### src/rtl/lcd_pkg.sv
// Shared types and constants for the HD44780 character-LCD driver.
package lcd_pkg;

    typedef enum logic [2:0] {PWRUP, SETUP, EN_HI, HOLD, EXEC, IDLE} lcd_state_t;

    typedef struct packed {
        logic       rs;
        logic [7:0] data;
    } lcd_xfer_t;

    localparam int INIT_LEN = 6;
    // Index 0 is the first byte sent: 0x38 x3, display on, clear, entry mode.
    localparam logic [INIT_LEN-1:0][7:0] INIT_ROM = {8'h06, 8'h01, 8'h0C, 8'h38, 8'h38, 8'h38};

    localparam int BIT_ON   = 31;
    localparam int BIT_BLON = 30;
    localparam int BIT_REQ  = 16;
    localparam int BIT_RS   = 9;
    localparam int DATA_MSB = 7;
    localparam int DATA_LSB = 0;

    function automatic int max_of(input int a, input int b);
        return (a > b) ? a : b;
    endfunction

    // Clear (0x01) and return-home (0x02/0x03) need the long execution wait.
    function automatic logic is_slow_cmd(input lcd_xfer_t x);
        return !x.rs && (x.data == 8'h01 || x.data == 8'h02 || x.data == 8'h03);
    endfunction

endpackage

### src/rtl/lcd_delay_cnt.sv
// Loadable down-counter shared by all timed states; holds at zero.
module lcd_delay_cnt #(
    parameter int             W       = 8,
    parameter logic [W-1:0]   RST_VAL = '0
) (
    input  logic         i_clk,
    input  logic         i_reset,
    input  logic         i_load,
    input  logic [W-1:0] i_val,
    output logic         o_zero
);

    logic [W-1:0] cnt;

    always_ff @(posedge i_clk or posedge i_reset) begin
        if (i_reset)
            cnt <= RST_VAL;
        else if (i_load)
            cnt <= i_val;
        else if (cnt != '0)
            cnt <= cnt - 1'b1;
    end

    assign o_zero = (cnt == '0);

endmodule

### src/rtl/lcd_ctrl.sv
// HD44780 bus sequencer: runs power-on init, then one byte per REQ toggle.
module lcd_ctrl
    import lcd_pkg::*;
#(
    parameter int T_PWRUP = 750000,
    parameter int T_SETUP = 3,
    parameter int T_EN    = 12,
    parameter int T_HOLD  = 2,
    parameter int T_CMD   = 2000,
    parameter int T_CLEAR = 82000
) (
    input  logic        i_clk,
    input  logic        i_reset,
    input  logic [31:0] i_io_lcd,
    output logic        o_lcd_on,
    output logic        o_lcd_blon,
    output logic        o_lcd_en,
    output logic        o_lcd_rs,
    output logic        o_lcd_rw,
    output logic [7:0]  o_lcd_data,
    output logic        o_lcd_ready,
    output logic        o_lcd_busy
);

    localparam int T_MAX = max_of(max_of(max_of(T_PWRUP, T_SETUP), max_of(T_EN, T_HOLD)),
                                  max_of(T_CMD, T_CLEAR));
    localparam int CW    = $clog2(T_MAX + 1);

    lcd_state_t     state;
    lcd_xfer_t      xfer;
    logic [2:0]     rom_idx;
    logic [2:0]     rom_nxt;
    logic           req_seen;
    logic           ready, busy, en, on, blon;
    logic           req_pend;
    logic           cnt_zero, cnt_load;
    logic [CW-1:0]  cnt_val;
    logic           unused_bits;

    assign req_pend    = i_io_lcd[BIT_REQ] != req_seen;
    assign rom_nxt     = rom_idx + 3'd1;
    assign unused_bits = ^{i_io_lcd[29:17], i_io_lcd[15:10], i_io_lcd[8]};

    // Counter reloads on the same edge as the state change, with the next state's length.
    always_comb begin
        cnt_load = 1'b0;
        cnt_val  = CW'(T_SETUP - 1);
        unique case (state)
            IDLE:  cnt_load = ready && req_pend;
            SETUP: begin cnt_load = cnt_zero; cnt_val = CW'(T_EN - 1);   end
            EN_HI: begin cnt_load = cnt_zero; cnt_val = CW'(T_HOLD - 1); end
            HOLD: begin
                cnt_load = cnt_zero;
                cnt_val  = is_slow_cmd(xfer) ? CW'(T_CLEAR - 1) : CW'(T_CMD - 1);
            end
            default: cnt_load = cnt_zero;
        endcase
    end

    lcd_delay_cnt #(
        .W       (CW),
        .RST_VAL (CW'(T_PWRUP - 1))
    ) u_cnt (
        .i_clk   (i_clk),
        .i_reset (i_reset),
        .i_load  (cnt_load),
        .i_val   (cnt_val),
        .o_zero  (cnt_zero)
    );

    always_ff @(posedge i_clk or posedge i_reset) begin
        if (i_reset) begin
            state    <= PWRUP;
            xfer     <= '0;
            rom_idx  <= '0;
            req_seen <= 1'b0;
            ready    <= 1'b0;
            busy     <= 1'b0;
            en       <= 1'b0;
            on       <= 1'b0;
            blon     <= 1'b0;
        end else begin
            on   <= i_io_lcd[BIT_ON];
            blon <= i_io_lcd[BIT_BLON];
            unique case (state)
                PWRUP: begin
                    busy <= 1'b1;
                    if (cnt_zero) begin
                        xfer.rs   <= 1'b0;
                        xfer.data <= INIT_ROM[0];
                        rom_idx   <= '0;
                        state     <= SETUP;
                    end
                end
                SETUP: if (cnt_zero) begin
                    en    <= 1'b1;
                    state <= EN_HI;
                end
                EN_HI: if (cnt_zero) begin
                    en    <= 1'b0;
                    state <= HOLD;
                end
                HOLD: if (cnt_zero) state <= EXEC;
                EXEC: if (cnt_zero) begin
                    if (!ready && rom_idx != 3'(INIT_LEN - 1)) begin
                        rom_idx   <= rom_nxt;
                        xfer.data <= INIT_ROM[rom_nxt];
                        state     <= SETUP;
                    end else begin
                        ready <= 1'b1;
                        busy  <= 1'b0;
                        state <= IDLE;
                    end
                end
                IDLE: if (ready && req_pend) begin
                    xfer.rs   <= i_io_lcd[BIT_RS];
                    xfer.data <= i_io_lcd[DATA_MSB:DATA_LSB];
                    req_seen  <= i_io_lcd[BIT_REQ];
                    busy      <= 1'b1;
                    state     <= SETUP;
                end
                default: state <= PWRUP;
            endcase
        end
    end

    assign o_lcd_on    = on;
    assign o_lcd_blon  = blon;
    assign o_lcd_en    = en;
    assign o_lcd_rs    = xfer.rs;
    assign o_lcd_rw    = 1'b0;
    assign o_lcd_data  = xfer.data;
    assign o_lcd_ready = ready;
    assign o_lcd_busy  = busy;

endmodule

### config.mk
export PLATFORM = sky130hd
export DESIGN_NAME = lcd_ctrl
export DESIGN_NICKNAME = d
export VERILOG_FILES = /design/src/rtl/lcd_pkg.sv /design/src/rtl/lcd_delay_cnt.sv /design/src/rtl/lcd_ctrl.sv
export SDC_FILE = /design/constraint.sdc
export NUM_CORES = 1
export LEC_CHECK = 0
export ABC_AREA = 1
export ABC_CLOCK_PERIOD_IN_PS = 4300
export CORE_ASPECT_RATIO = 1.2
export CORE_UTILIZATION = 56
export CTS_CLUSTER_SIZE = 40
export DETAILED_ROUTE_END_ITERATION = 8
export PLACE_DENSITY = 0.85
export SLEW_MARGIN = 15
export SYNTH_ARGS = -nofsm -noshare
export SYNTH_HDL_FRONTEND = slang
export SYNTH_SLANG_ARGS = --single-unit
### constraint.sdc
create_clock -name i_clk -period 4.3 [get_ports i_clk]
set_input_delay 0.86 -clock i_clk [delete_from_list [all_inputs] [get_ports i_clk]]
set_output_delay 0.86 -clock i_clk [all_outputs]
set_load 0.05 [all_outputs]
==> results of run 1 <==
-- placed cells by master (no fill, tap or decap), types with 6 or more instances in the layout --
cell type,netlist,final
nor2_1,46,46
xor2_1,10,10
clkdlybuf4s50_1,0,27
clkbuf_8,0,6
nand4_1,8,8
nand3_1,19,19
nor3_1,11,11
a21oi_1,14,14
dfrtp_1,28,28
inv_1,35,35
o21ai_0,10,10
dfstp_2,13,13
nand2_1,95,95
-- power by group --
group	internal, mW	switching (mW)	leakage [nW]	total, mW
clock	0.131	0.130	0.0455	0.261
sequential	0.387	0.000201	0.480	0.387
combinational	0.0126	0.0153	0.856	0.0279
total	0.531	0.145	1.38	0.676
-- worst max-delay path by stage --
stage	depth (start not counted)	slack [ps]	endpoint
after floorplan	10	2450	o_lcd_data[0]
after detailed placement	10	1690	o_lcd_data[0]
after CTS	1	1930	o_lcd_ready
final	1	1940	o_lcd_ready
after global routing	10	1800	o_lcd_data[3]
after global placement	10	1710	o_lcd_data[3]
-- cell families after synthesis --
family                     count (synthesis)  synth area share [%]
xor gates and xnor gates                  14                  4.86
AOI/OAI and AO/OA                         34                  7.89
other                                      1                 0.149
and+or+nand+nor                          198                  35.9
buffers and inverters                     43                  7.44
adders and majority gates                  5                  2.48
DFF                                       41                  41.3
-- cell type report --
| cell class | instances | area [um^2] | share of cell area (%) |
|---|---|---|---|
| multi-input combinational | 252 | 1290 | 44.3 |
| timing repair buffer | 28 | 278 | 9.52 |
| sequential | 41 | 1040 | 35.7 |
| tap | 56 | 70.1 | 2.40 |
| clock buffer | 8 | 90.1 | 3.09 |
| inverter | 39 | 146 | 5.01 |
-- per-stage QoR --
| step | total power, mW | hold slack, ps |
|---|---|---|
| after global routing | 0.699 | 484 |
| after floorplan | 0.406 | 454 |
| after global placement | 0.422 | 466 |
| final | 0.676 | 481 |
| after CTS | 0.682 | 480 |
| after detailed placement | 0.423 | 467 |
-- metal layers --
metal / GRT usage (%) / up-vias / share of wire [%]
li1: - / 1120 / -
met1: 28.7 / 1028 / 40
met2: 48.4 / 48 / 55
met3: 3.14 / 10 / 3.0
met4: 12.1 / 0 / 2.3
met5: 0 / - / 0
-- flip-flops by register name, indices dropped and copies added, names as in the netlist --
register and count:
o_lcd_blon 1, o_lcd_data 8, o_lcd_en 1, state 3, rom_idx 3, u_cnt.cnt 20
req_seen 1, o_lcd_ready 1, o_lcd_on 1, o_lcd_rs 1, o_lcd_busy 1
==> impl_metrics.toml, run 1 <==
[run_status]
status = "completed"

[sta]
worst_slack_ps = 1940
final_hold_viol_count = 0
min_period_over_period_pct = 54.9
post-route-min-period_ps = 2360
rsz0062_at_grt = "false"
fin_setup_tns_ps = 0
skew_ps = 9.40
relSlewSlack_pct = 65.5
setup_viol = 0
slew_viol_final = 0
worstMarginPinSlew_ps = 517
clock.fmax_mhz = 423

[clocking]
clkTransAtPathRegs_ps = 80
max-clock-path-buffers = 2
root_buffer = "clkbuf_8"
numCtsBuffers = 5
cts_tree = "built"
cts_setup_buffers = 0
holdBufCountCts = 0
insertion_delay_ps = 290
cts_sinks = 41
ctsResizeCount = 0
htree_levels = 2

[synth]
ys_top_cells_by_count = "nand2_1 (95), nor2_1 (46), inv_1 (35)"
ys_types = 29
yosysTopAreaCellShare_pct = 27.8
syn-num-nets = 375
synthMostInstantiatedCell = "nand2_1"
syn_inst = 336
synth-async-reset-ratio_pct = 100
yosys_warnings = 0
synth.largest_area_cell = "dfrtp_1"
yosysSeqAreaShare_pct = 41.3
avgSynthCellArea_um2 = 7.51
synth.area.top_cells = "dfrtp_1 (28%), nand2_1 (14%), dfstp_2 (14%), nor2_1 (6.8%), inv_1 (5.2%)"
synthFlopType = "dfrtp_1"
postSynthRegisterBits = 41
synthesis.area_um2 = 2520
synth_edf_count = 0

[worst_setup_path]
r2r_start = "u_cnt.cnt[0]"
crit_path_end_kind = "output pin"
crit_path_max_incr_delay_ps = 810
crit_start = "o_lcd_ready"
timing.rr.end = "u_cnt.cnt[3]"
crit_arrival_ps = 1500
crit_path_max_fanout = 4
r2r_slack_ps = 2450
path_buf_inv = 1
critPathKind = "flip-flop to output pin"
crit_family = "buffers and inverters"
cp_cell_sequence = "clkdlybuf4s50_1"
critPathLaunchType = "flip-flop"
cpMaxStageDelayCell = "clkdlybuf4s50_1"
cp.required_ps = 3440
r2r_cells = 10

[grt]
antenna_found_initial = 0
grt_max_degree = 42
grt_pass1_vias = 2080
grt_overflow = 0
grt_pass1_wl_um = 9260
gr-usage-all-layers_pct = 25.4

[layout]
nFillCells = 387
fin_util_pct = 68.0
nets = 406
design_area_um2 = 2920
drive_gt1_share_pct = 13.3
areaGrowthSynthToFinish_pct = 15.7
layout.cells.non_filler = 424
diodes = 0

[placed_design]
port_buffers = 27
placed_area_um2 = 2830
dp.cells = 416
gp_congestion = 0.949
place_hpwl_um = 4160
pre_cts_slack_ps = 1690

[drt]
drcViolationCount = 0
drt-pass1-iter-count = 4
drtIter0Drc = 135
vias = 2206
finalWirelength_um = 5480
drtAntennaViolNets = 0
wl_per_cell_um = 12.9
via_per_inst = 5.20

[floorplanning]
io_pins = 49
die_x_um = 63.3
start_util_pct = 58.7
num_rows = 26
core_area_um2 = 4290
fp.dieArea_um2 = 4780
chipHeight_um = 75.5

[pwr]
power_leakage_nw = 1.38
power_density_nw_per_um2 = 231
vdd_drop_max_v = 0.000201

[worst_hold_path]
hold_depth = 2
holdCritPathClass = "flip-flop to flip-flop"
min_to = "u_cnt.cnt[0]"
hp-start = "u_cnt.cnt[0]"

[flow_run]
max_cap_violations = 0
No activity file was read; power rests on OpenSTA's default activity.
==> inputs of run 2 (changes only) <==
--- a/config.mk
+++ b/config.mk
@@ -6,12 +6,12 @@
 export NUM_CORES = 1
 export LEC_CHECK = 0
 export ABC_AREA = 1
-export ABC_CLOCK_PERIOD_IN_PS = 4300
+export ABC_CLOCK_PERIOD_IN_PS = 2100
 export CORE_ASPECT_RATIO = 1.2
-export CORE_UTILIZATION = 56
+export CORE_UTILIZATION = 47
 export CTS_CLUSTER_SIZE = 40
 export DETAILED_ROUTE_END_ITERATION = 8
-export PLACE_DENSITY = 0.85
+export PLACE_DENSITY = 0.76
 export SLEW_MARGIN = 15
 export SYNTH_ARGS = -nofsm -noshare
 export SYNTH_HDL_FRONTEND = slang
==> constraint.sdc (replaced) <==
create_clock -name i_clk -period 2.1 [get_ports i_clk]
set_input_delay 0.42 -clock i_clk [delete_from_list [all_inputs] [get_ports i_clk]]
set_output_delay 0.42 -clock i_clk [all_outputs]
set_load 0.05 [all_outputs]
==> run 2 against run 1 <==
  * Utilization decreased by 9.4 points
  * Global-route usage fell by 2.3 points
  * Non-clock buffer count grew 1
  * Sequential cell count unchanged
  * Via count decreased by 0.41%
  * Critical endpoint is now o_lcd_data[6]
==> impl_metrics.toml, run 2 (synthesis results as in run 1) <==
[floorplanning]
start_util_pct = 50.0
fp.dieArea_um2 = 5660
core_area_um2 = 5040
io_pins = 49
die_x_um = 68.9
num_rows = 28
chipHeight_um = 82.3

[clocking]
ctsResizeCount = 0
numCtsBuffers = 5
max-clock-path-buffers = 2
holdBufCountCts = 0
insertion_delay_ps = 290
cts_setup_buffers = 0
cts_tree = "built"
root_buffer = "clkbuf_8"
htree_levels = 2
clkTransAtPathRegs_ps = 80
cts_sinks = 41

[worst_setup_path]
critPathKind = "flip-flop to output pin"
crit_arrival_ps = 1500
r2r_cells = 8
timing.rr.end = "u_cnt.cnt[8]"
crit_family = "buffers and inverters"
critPathCapture = "o_lcd_data[6]"
cpMaxStageDelayCell = "clkdlybuf4s50_1"
crit_path_max_fanout = 3
cp_cell_sequence = "clkdlybuf4s50_1"
cp.depth = 1
cp.required_ps = 1680
crit_start = "o_lcd_data[6]"
r2r_slack_ps = 270
crit_path_max_incr_delay_ps = 820
path_buf_inv = 1
r2r_start = "u_cnt.cnt[0]"
crit_path_end_kind = "output pin"
critPathLaunchType = "flip-flop"

[pwr]
vdd_drop_max_v = 0.000310
power_leakage_nw = 1.40
power_density_nw_per_um2 = 479
total_power_mw = 1.42

[layout]
largest_reg_flops = 20
design_area_um2 = 2960
layout_common_cells = "nand2_1 (95), nor2_1 (46), inv_1 (35), dfrtp_1 (28), clkdlybuf4s50_1 (27)"
final_common_cell = "nand2_1"
regArea_um2 = 1040
nets = 407
multiInputGateArea_um2 = 1290
diodes = 0
nFillCells = 473
areaGrowthSynthToFinish_pct = 17.2
top_register = "u_cnt.cnt"
drive_gt1_share_pct = 14.1

[drt]
wl_per_cell_um = 13.2
drtAntennaViolNets = 0
drtIter0Drc = 157
via_per_inst = 5.12
vias = 2197
drcViolationCount = 0
finalWirelength_um = 5670
drt-pass1-iter-count = 5

[sta]
slew_viol_final = 0
post-route-min-period_ps = 1920
hold-worst-slack_ps = 492
skew_ps = 9.28
rsz0062_at_grt = "false"
fin_setup_tns_ps = 0
min_period_over_period_pct = 91.3
relSlewSlack_pct = 66.7
setup_viol = 0
clock.fmax_mhz = 521
final_hold_viol_count = 0
worst_slack_ps = 182
worstMarginPinSlew_ps = 497

[worst_hold_path]
holdCritPathClass = "flip-flop to flip-flop"
hold_depth = 2

[grt]
grt_pass1_vias = 2115
gr-usage-all-layers_pct = 23.1
grt_overflow = 0
antenna_found_initial = 0
grt_max_degree = 42
grt_pass1_wl_um = 9590

[placed_design]
port_buffers = 27
pre_cts_slack_ps = 133
place_hpwl_um = 4310
placed_area_um2 = 2850
gp_congestion = 0.860

[run_status]
status = "completed"

[flow_run]
max_cap_violations = 0
run 2: cell types whose count changed in the layout (fill, tap and decap cells not counted):
| cell | before | now |
|---|---|---|
| buf_12 | 0 | 1 |
| clkinv_2 | 0 | 1 |
| clkbuf_1 | 2 | 0 |
| clkbuf_8 | 6 | 7 |
run 2: metrics by stage:
stage	instances	util, %
3_3_place_gp	421	56.6
3_5_place_dp	421	56.6
5_1_grt	429	58.6
2_1_floorplan	336	-
4_1_cts	429	58.6
6_report	429	58.6
run 2: area by class of cell:
class	instances	area share [%]
inverter	39	4.95
multi-input combinational	252	43.7
sequential	41	35.3
clock buffer	7	3.26
tap	60	2.54
clock inverter	1	0.169
timing repair buffer	29	10.1
run 2: tightest hold or removal path, stage by stage (launching register included):
cell and delay [ps]:
dfstp_2 380, nand2_1 60, nand2_1 50
run 2: routing by layer:
layer,share of wire (%),track usage [%]
met1,42,27.4
met3,2.3,4.53
met5,0,0
met4,1.5,6.12
met2,54,41.7
run 2: worst min path at each step:
stage                      start      endpoint  slack [ps]
floorplan           i_io_lcd[30]    o_lcd_blon         450
global placement    u_cnt.cnt[1]  u_cnt.cnt[1]         470
finish              u_cnt.cnt[1]  u_cnt.cnt[1]         490
detailed placement  u_cnt.cnt[0]  u_cnt.cnt[0]         470
CTS                 u_cnt.cnt[0]  u_cnt.cnt[0]         490
global route        u_cnt.cnt[0]  u_cnt.cnt[0]         520
run 2: power by group:
part	switching (mW)	leakage [nW]	internal, mW
clock network	0.265	0.0542	0.297
logic	0.0322	0.865	0.0285
registers	0.000450	0.480	0.792
